`src/rtl/spi_lcd_tx_ctrl.sv`:
```
// SPI transmit controller for LCD panels: a write FIFO of {cs, dc, data} words feeding a
// single-word SPI shifter with per-word latched mode, bit order and clock divider.
module spi_lcd_tx_ctrl #(
    parameter int unsigned DW    = 8,
    parameter int unsigned DEPTH = 16,
    parameter int unsigned NCS   = 2,
    parameter int unsigned DIVW  = 8,
    localparam int unsigned LW   = $clog2(DEPTH) + 1,
    localparam int unsigned CW   = $clog2(NCS)
) (
    input  logic            clk,
    input  logic            rst,
    input  logic            en,
    input  logic [DIVW-1:0] cfg_div,
    input  logic            cfg_cpol,
    input  logic            cfg_cpha,
    input  logic            cfg_lsb_first,
    input  logic            wr_valid,
    output logic            wr_ready,
    input  logic [DW-1:0]   wr_data,
    input  logic            wr_dc,
    input  logic [CW-1:0]   wr_cs,
    output logic            spi_sclk,
    output logic            spi_mosi,
    output logic            spi_dc,
    output logic [NCS-1:0]  spi_csn,
    output logic            busy,
    output logic [LW-1:0]   level,
    output logic            ovf,
    input  logic [LW-1:0]   irq_thresh,
    input  logic            irq_en,
    input  logic            irq_clr,
    output logic            irq
);

    localparam int unsigned AW = $clog2(DEPTH);
    localparam int unsigned FW = CW + 1 + DW;
    localparam int unsigned EW = $clog2(2 * DW) + 1;
    localparam logic [EW-1:0] LastEdge = EW'(2 * DW - 1);

    typedef enum logic [1:0] {StIdle, StSetup, StShift, StHold} state_t;

    logic [FW-1:0]   mem [DEPTH];
    logic [AW-1:0]   wr_ptr_q, rd_ptr_q;
    logic [LW-1:0]   cnt_q, cnt_d;
    logic            full, empty, push, drop, pop, load;
    logic [FW-1:0]   head;

    state_t          state_q, state_d;
    logic [DIVW-1:0] div_cnt_q, div_cnt_d, div_q;
    logic [EW-1:0]   edge_q, edge_d;
    logic [DW-1:0]   sh_q, sh_d;
    logic            sclk_q, sclk_d, gap_q, gap_d;
    logic            dc_q, cpol_q, cpha_q, lsb_q;
    logic [CW-1:0]   cs_q;
    logic            tick, adv;
    logic            ovf_q, flag_q, flag_d, irq_q, thresh_evt;

    assign full     = (cnt_q == LW'(DEPTH));
    assign empty    = (cnt_q == '0);
    assign wr_ready = ~full;
    assign push     = wr_valid & ~full;
    assign drop     = wr_valid & full;
    assign head     = mem[rd_ptr_q];
    assign level    = cnt_q;
    assign pop      = load;

    // FIFO storage, no reset needed on the array
    always_ff @(posedge clk) begin
        if (push) mem[wr_ptr_q] <= {wr_cs, wr_dc, wr_data};
    end

    // FIFO pointers and occupancy
    always_ff @(posedge clk) begin
        if (rst) begin
            wr_ptr_q <= '0;
            rd_ptr_q <= '0;
            cnt_q    <= '0;
        end else begin
            if (push) wr_ptr_q <= wr_ptr_q + 1'b1;
            if (pop)  rd_ptr_q <= rd_ptr_q + 1'b1;
            cnt_q <= cnt_d;
        end
    end

    // Occupancy next-state; simultaneous push and pop cancel
    always_comb begin
        cnt_d = cnt_q;
        if (push && !pop)      cnt_d = cnt_q + 1'b1;
        else if (!push && pop) cnt_d = cnt_q - 1'b1;
    end

    assign tick = (div_cnt_q == div_q);
    // Edge k = edge_q + 1; cpha=0 advances on even k, cpha=1 on odd k except the first
    assign adv  = cpha_q ? (!edge_q[0] && (edge_q != '0)) : edge_q[0];

    // FSM and shifter next-state
    always_comb begin
        state_d   = state_q;
        div_cnt_d = div_cnt_q;
        edge_d    = edge_q;
        sh_d      = sh_q;
        sclk_d    = sclk_q;
        gap_d     = gap_q;
        load      = 1'b0;
        case (state_q)
            StIdle: begin
                // After a word, hold IDLE for one half-period before the next load
                if (gap_q) begin
                    div_cnt_d = tick ? '0 : div_cnt_q + 1'b1;
                    if (tick) gap_d = 1'b0;
                end
                if (en && !empty && (!gap_q || tick)) begin
                    load    = 1'b1;
                    state_d = StSetup;
                end
            end
            StSetup: begin
                div_cnt_d = tick ? '0 : div_cnt_q + 1'b1;
                if (tick) begin
                    state_d = StShift;
                    edge_d  = '0;
                end
            end
            StShift: begin
                div_cnt_d = tick ? '0 : div_cnt_q + 1'b1;
                if (tick) begin
                    sclk_d = ~sclk_q;
                    edge_d = edge_q + 1'b1;
                    if (adv) sh_d = lsb_q ? {1'b1, sh_q[DW-1:1]} : {sh_q[DW-2:0], 1'b1};
                    if (edge_q == LastEdge) state_d = StHold;
                end
            end
            StHold: begin
                div_cnt_d = tick ? '0 : div_cnt_q + 1'b1;
                if (tick) begin
                    if (en && !empty && (head[FW-1 -: CW] == cs_q)) begin
                        load    = 1'b1;
                        state_d = StSetup;
                    end else begin
                        state_d = StIdle;
                        gap_d   = 1'b1;
                    end
                end
            end
            default: state_d = StIdle;
        endcase
        if (load) begin
            div_cnt_d = '0;
            gap_d     = 1'b0;
            sh_d      = head[DW-1:0];
            sclk_d    = cfg_cpol;
        end
    end

    // FSM, shifter and per-word latched configuration registers
    always_ff @(posedge clk) begin
        if (rst) begin
            state_q   <= StIdle;
            div_cnt_q <= '0;
            edge_q    <= '0;
            sh_q      <= '0;
            sclk_q    <= 1'b0;
            gap_q     <= 1'b0;
            div_q     <= '0;
            dc_q      <= 1'b1;
            cs_q      <= '0;
            cpol_q    <= 1'b0;
            cpha_q    <= 1'b0;
            lsb_q     <= 1'b0;
        end else begin
            state_q   <= state_d;
            div_cnt_q <= div_cnt_d;
            edge_q    <= edge_d;
            sh_q      <= sh_d;
            sclk_q    <= sclk_d;
            gap_q     <= gap_d;
            if (load) begin
                div_q  <= cfg_div;
                dc_q   <= head[DW];
                cs_q   <= head[FW-1 -: CW];
                cpol_q <= cfg_cpol;
                cpha_q <= cfg_cpha;
                lsb_q  <= cfg_lsb_first;
            end
        end
    end

    assign busy     = (state_q != StIdle);
    assign spi_mosi = busy ? (lsb_q ? sh_q[0] : sh_q[DW-1]) : 1'b1;
    assign spi_dc   = busy ? dc_q : 1'b1;
    // Idle clock follows the live polarity input; forced low while reset is held
    assign spi_sclk = rst ? 1'b0 : (busy ? sclk_q : cfg_cpol);

    // One-cold chip select for the latched target while a word is in flight
    always_comb begin
        spi_csn = '1;
        for (int unsigned i = 0; i < NCS; i++) begin
            if (busy && (cs_q == CW'(i))) spi_csn[i] = 1'b0;
        end
    end

    assign thresh_evt = (cnt_q > irq_thresh) && (cnt_d <= irq_thresh);

    // Interrupt flag next-state; a set event wins over a clear
    always_comb begin
        flag_d = flag_q;
        if (drop || thresh_evt) flag_d = 1'b1;
        else if (irq_clr)       flag_d = 1'b0;
    end

    // Sticky overflow, interrupt flag and registered interrupt output
    always_ff @(posedge clk) begin
        if (rst) begin
            ovf_q  <= 1'b0;
            flag_q <= 1'b0;
            irq_q  <= 1'b0;
        end else begin
            if (drop)         ovf_q <= 1'b1;
            else if (irq_clr) ovf_q <= 1'b0;
            flag_q <= flag_d;
            irq_q  <= flag_d & irq_en;
        end
    end

    assign ovf = ovf_q;
    assign irq = irq_q;

endmodule

```
`config.mk`:
```
export PLATFORM = sky130hd
export DESIGN_NAME = spi_lcd_tx_ctrl
export DESIGN_NICKNAME = d
export VERILOG_FILES = /design/src/rtl/spi_lcd_tx_ctrl.sv
export SDC_FILE = /design/constraint.sdc
export NUM_CORES = 1
export LEC_CHECK = 0
export CORE_ASPECT_RATIO = 0.6
export CORE_MARGIN = 2
export CORE_UTILIZATION = 25
export CTS_BUF_LIST = sky130_fd_sc_hd__clkbuf_4 sky130_fd_sc_hd__clkbuf_8 sky130_fd_sc_hd__clkbuf_16
export DETAILED_ROUTE_END_ITERATION = 6
export GPL_ROUTABILITY_DRIVEN = 0
export PLACE_DENSITY = 0.36
export SYNTH_ARGS = -nofsm -noshare
export SYNTH_HDL_FRONTEND = slang
export SYNTH_SLANG_ARGS = --single-unit
```
`constraint.sdc`:
```
create_clock -name clk -period 5.3 [get_ports clk]
set_clock_uncertainty 0.1 [all_clocks]
set_input_delay 1.06 -clock clk [delete_from_list [all_inputs] [get_ports clk]]
set_output_delay 1.06 -clock clk [all_outputs]
set_load 0.005 [all_outputs]
```
==> impl_results.md <==
- Final setup TNS: 0 ns
- Hold Path Cell Cnt: 2
- Post-Syn Area per Cell: 15.02 um2
- DRC: 0
- CP Launch Type: flip-flop
- FFs w/ async S/R, synth: 0%
- CTS sink cnt: 217
- Fillers: 3591
- Iteration-0 DRC Markers: 420
- First-pass GRT wire length: 36480 um
- Clock Pin Slew Worst Setup and Hold Paths: 0.07 ns
- Slew Viols, Final: 0
- Syn Nets: 680
- Footprint of the multi-input gates: 3244 um2
- Least-Margin Pin Slew: 0.9667 ns
- Initial Utilization: 25.56%
- Hold Buf Count CTS: 0
- Worst EP required: 5.63 ns
- Synthesized flop and latch total: 217
- Gr ovfl total: 0
- Vias in the first global route: 5387
- Worst-skew pair later-pin latency: 0.52 ns
- Area grow syn2layout: 19.98%
- EDFF count, synth: 160
- Die area: 38980 um2
- Cells after Synth: 622
- FP Rows: 54
- PostCTS Resize Cnt: 0
- Synth Cell Area: 9341 um2
- Period utilization: 83.43%
- Sequential cell area: 5948 um2
- Period minus WS final: 4.422 ns
- Post-synthesis sequential area ratio: 63.65%
- Vias post-DR: 5420
- Main synth FF type: edfxtp_1
- Chip height: 153.7 um
- Synth warn: 0
- Setup Buffers After CTS: 0
- Worst setup EP type: flip-flop
- Status: completed
- I/O Buffers: 45
- DRT Pass-1 Iters: 6
- Number of routed nets with antenna violations: 0
- DR WL/cell: 20.40 um
- Pin count of the biggest net entering global routing: 55
- Worst vdd ir: 0.2404 mV
- Die W: 253.6 um
- WP data arrival: 4.75 ns
- Initial antenna violation count: 0
- Crit Path Class: reg -> reg
- Max cap viols: 0
- Synth cell types: 51
- Unrepaired setup endpoints after global routing: no
- Layout cells sized above 1: 17.77%
- Hold Path Class: reg -> reg
- Pwr dens: 443.6 nW/um2
- CTS buffer count: 23
- Final hold violations: 0
- Largest area contributor in the netlist: edfxtp_1
- Final #Nets: 742
- H-tree Lvls: 1
- Core ar.: 36550 um2
- Worst r2r path cells: 14
- GRT Util Overall: 12.85%
- I/O Pins: 46
- Worst slew margin: 35.34%
- ANT cells: 0
- Final setup fails: 0
- Area contributors post-synth: edfxtp_1 51%, dfxtp_1 12%, mux4_2 9.2%
- Post-DP HPWL: 16610 um
- Fmax: 226.2 MHz
- CTS tree: built
- CTS Buffer Depth: 3
- Leakage: 3.697 nW
- Worst-path maximum fanout: 20
- Post-synth top area share: 51.43%
- Routed WL: 24520 um
- Post-DR vias/cell: 4.509
- Hold WS: 0.3712 ns
- Root Buffer: clkbuf_16
==> power breakdown <==
| group | internal, mW | leakage, nW | switching [mW] |
|---|---|---|---|
| Sequential | 1.95 | 1.91 | 0.135 |
| Combinational | 0.562 | 1.43 | 0.765 |
| Clock | 0.904 | 0.359 | 0.657 |
==> metrics by stage <==
| step | util (%) | setup WS [ns] | power, mW | std cells | instance area, um2 |
|---|---|---|---|---|---|
| after detailed placement | 28.69 | 0.7670 | 3.460 | 1163 | 10490 |
| after global placement | 28.69 | 0.9327 | 3.458 | 1163 | 10490 |
| after floorplan | - | 1.508 | 2.953 | 622 | 9341 |
| after CTS | 30.66 | 0.8321 | 5.044 | 1202 | 11210 |
| after global routing | 30.66 | 0.5251 | 5.258 | 1202 | 11210 |
| final | 30.66 | 0.8783 | 4.972 | 1202 | 11210 |
==> cells by family after synthesis <==
group,after synthesis,share of synthesized area (%)
AO/OA/AOI/OAI,68,4.849
XOR/XNOR,22,2.063
adder cells (fa/ha/maj),26,3.482
buffers and inverters,47,2.103
flip-flops,217,63.65
multiplexers,78,15.55
AND/OR/NAND/NOR,164,8.305
==> synth_stat cells (2+ instances only) <==
cell / number
o21ai_0: 10
mux2_2: 14
mux4_1: 11
mux4_2: 38
nand2b_1: 6
xor2_1: 4
or3_1: 3
buf_2: 4
edfxtp_1: 160
a211o_1: 2
a21oi_1: 26
inv_1: 20
nand2_1: 46
nor2b_1: 6
nor3_1: 12
o21a_1: 6
nand4_1: 9
buf_6: 2
and2_1: 8
or2_2: 4
nand3_1: 9
clkbuf_1: 16
o41ai_1: 2
a22oi_1: 2
dfxtp_1: 57
a31oi_1: 6
mux2i_1: 15
and3_1: 5
nor2_1: 50
a22o_1: 2
ha_1: 26
xnor2_1: 18
buf_1: 5
==> registers in the layout, summed over array words and instances (netlist names), 2 cells and up, named ones only <==
name / flops
div_q: 8
wr_ptr_q: 4
state_q: 2
edge_q: 5
level: 5
rd_ptr_q: 4
sh_q: 8
div_cnt_q: 8
mem: 160
==> metal layers <==
| layer | global-route usage [%] | part of all wire, % | wire (um) | vias up |
|---|---|---|---|---|
| li1 | - | - | - | 2498 |
| met1 | 21.07 | 54 | 13250 | 2764 |
| met2 | 16.92 | 39 | 9451 | 130 |
| met3 | 2.573 | 5.7 | 1392 | 28 |
| met4 | 2.790 | 1.7 | 418 | 0 |
| met5 | 0 | 0 | 0 | - |
==> worst paths after layout <==
kind | start | end | slack [ns]
setup / recovery | flip-flop | irq$_SDFF_PP0_ | 0.88
hold / removal | ovf$_SDFFE_PP0P_ | ovf$_SDFFE_PP0P_ | 0.37
setup reg to reg | flip-flop | irq$_SDFF_PP0_ | 0.88
hold reg to reg | ovf$_SDFFE_PP0P_ | ovf$_SDFFE_PP0P_ | 0.37
==> critical path, cell delays in order, from the launching register on <==
cell	delay [ns]
dfxtp_1	0.65
mux4_1	0.62
a22o_1	0.27
o21a_1	0.24
o2111ai_4	0.27
and2_4	0.36
mux2i_1	0.34
xor2_1	0.20
ha_1	0.26
o21a_1	0.11
o21a_1	0.16
o21a_1	0.16
o22ai_1	0.13
o221ai_1	0.16
a311oi_1	0.28
==> cells in the final DEF, fill, tap and decap left out, types with 7 or more instances in the layout <==
cell	instances
dfxtp_1	55
and2_1	8
ha_1	26
mux2_2	14
clkbuf_4	7
mux4_1	11
mux4_2	38
xnor2_1	18
mux2i_1	15
nand3_1	9
nor3_1	8
clkbuf_16	25
nand2_1	46
inv_1	20
buf_4	19
edfxtp_1	160
nand4_1	9
nor2_1	50
o21ai_0	10
clkdlybuf4s50_1	44
a21oi_1	26
==> cell type report <==
| class | count | area share, % |
|---|---|---|
| Clock inverter | 6 | 0.2679 |
| Inverter | 20 | 0.6698 |
| Sequential cell | 217 | 53.07 |
| Clock buffer | 33 | 6.173 |
| Tap cell | 504 | 5.626 |
| Multi-Input combinational cell | 358 | 28.95 |
| Timing Repair Buffer | 64 | 5.247 |
Note: power is estimated with default switching activity, not from simulation.
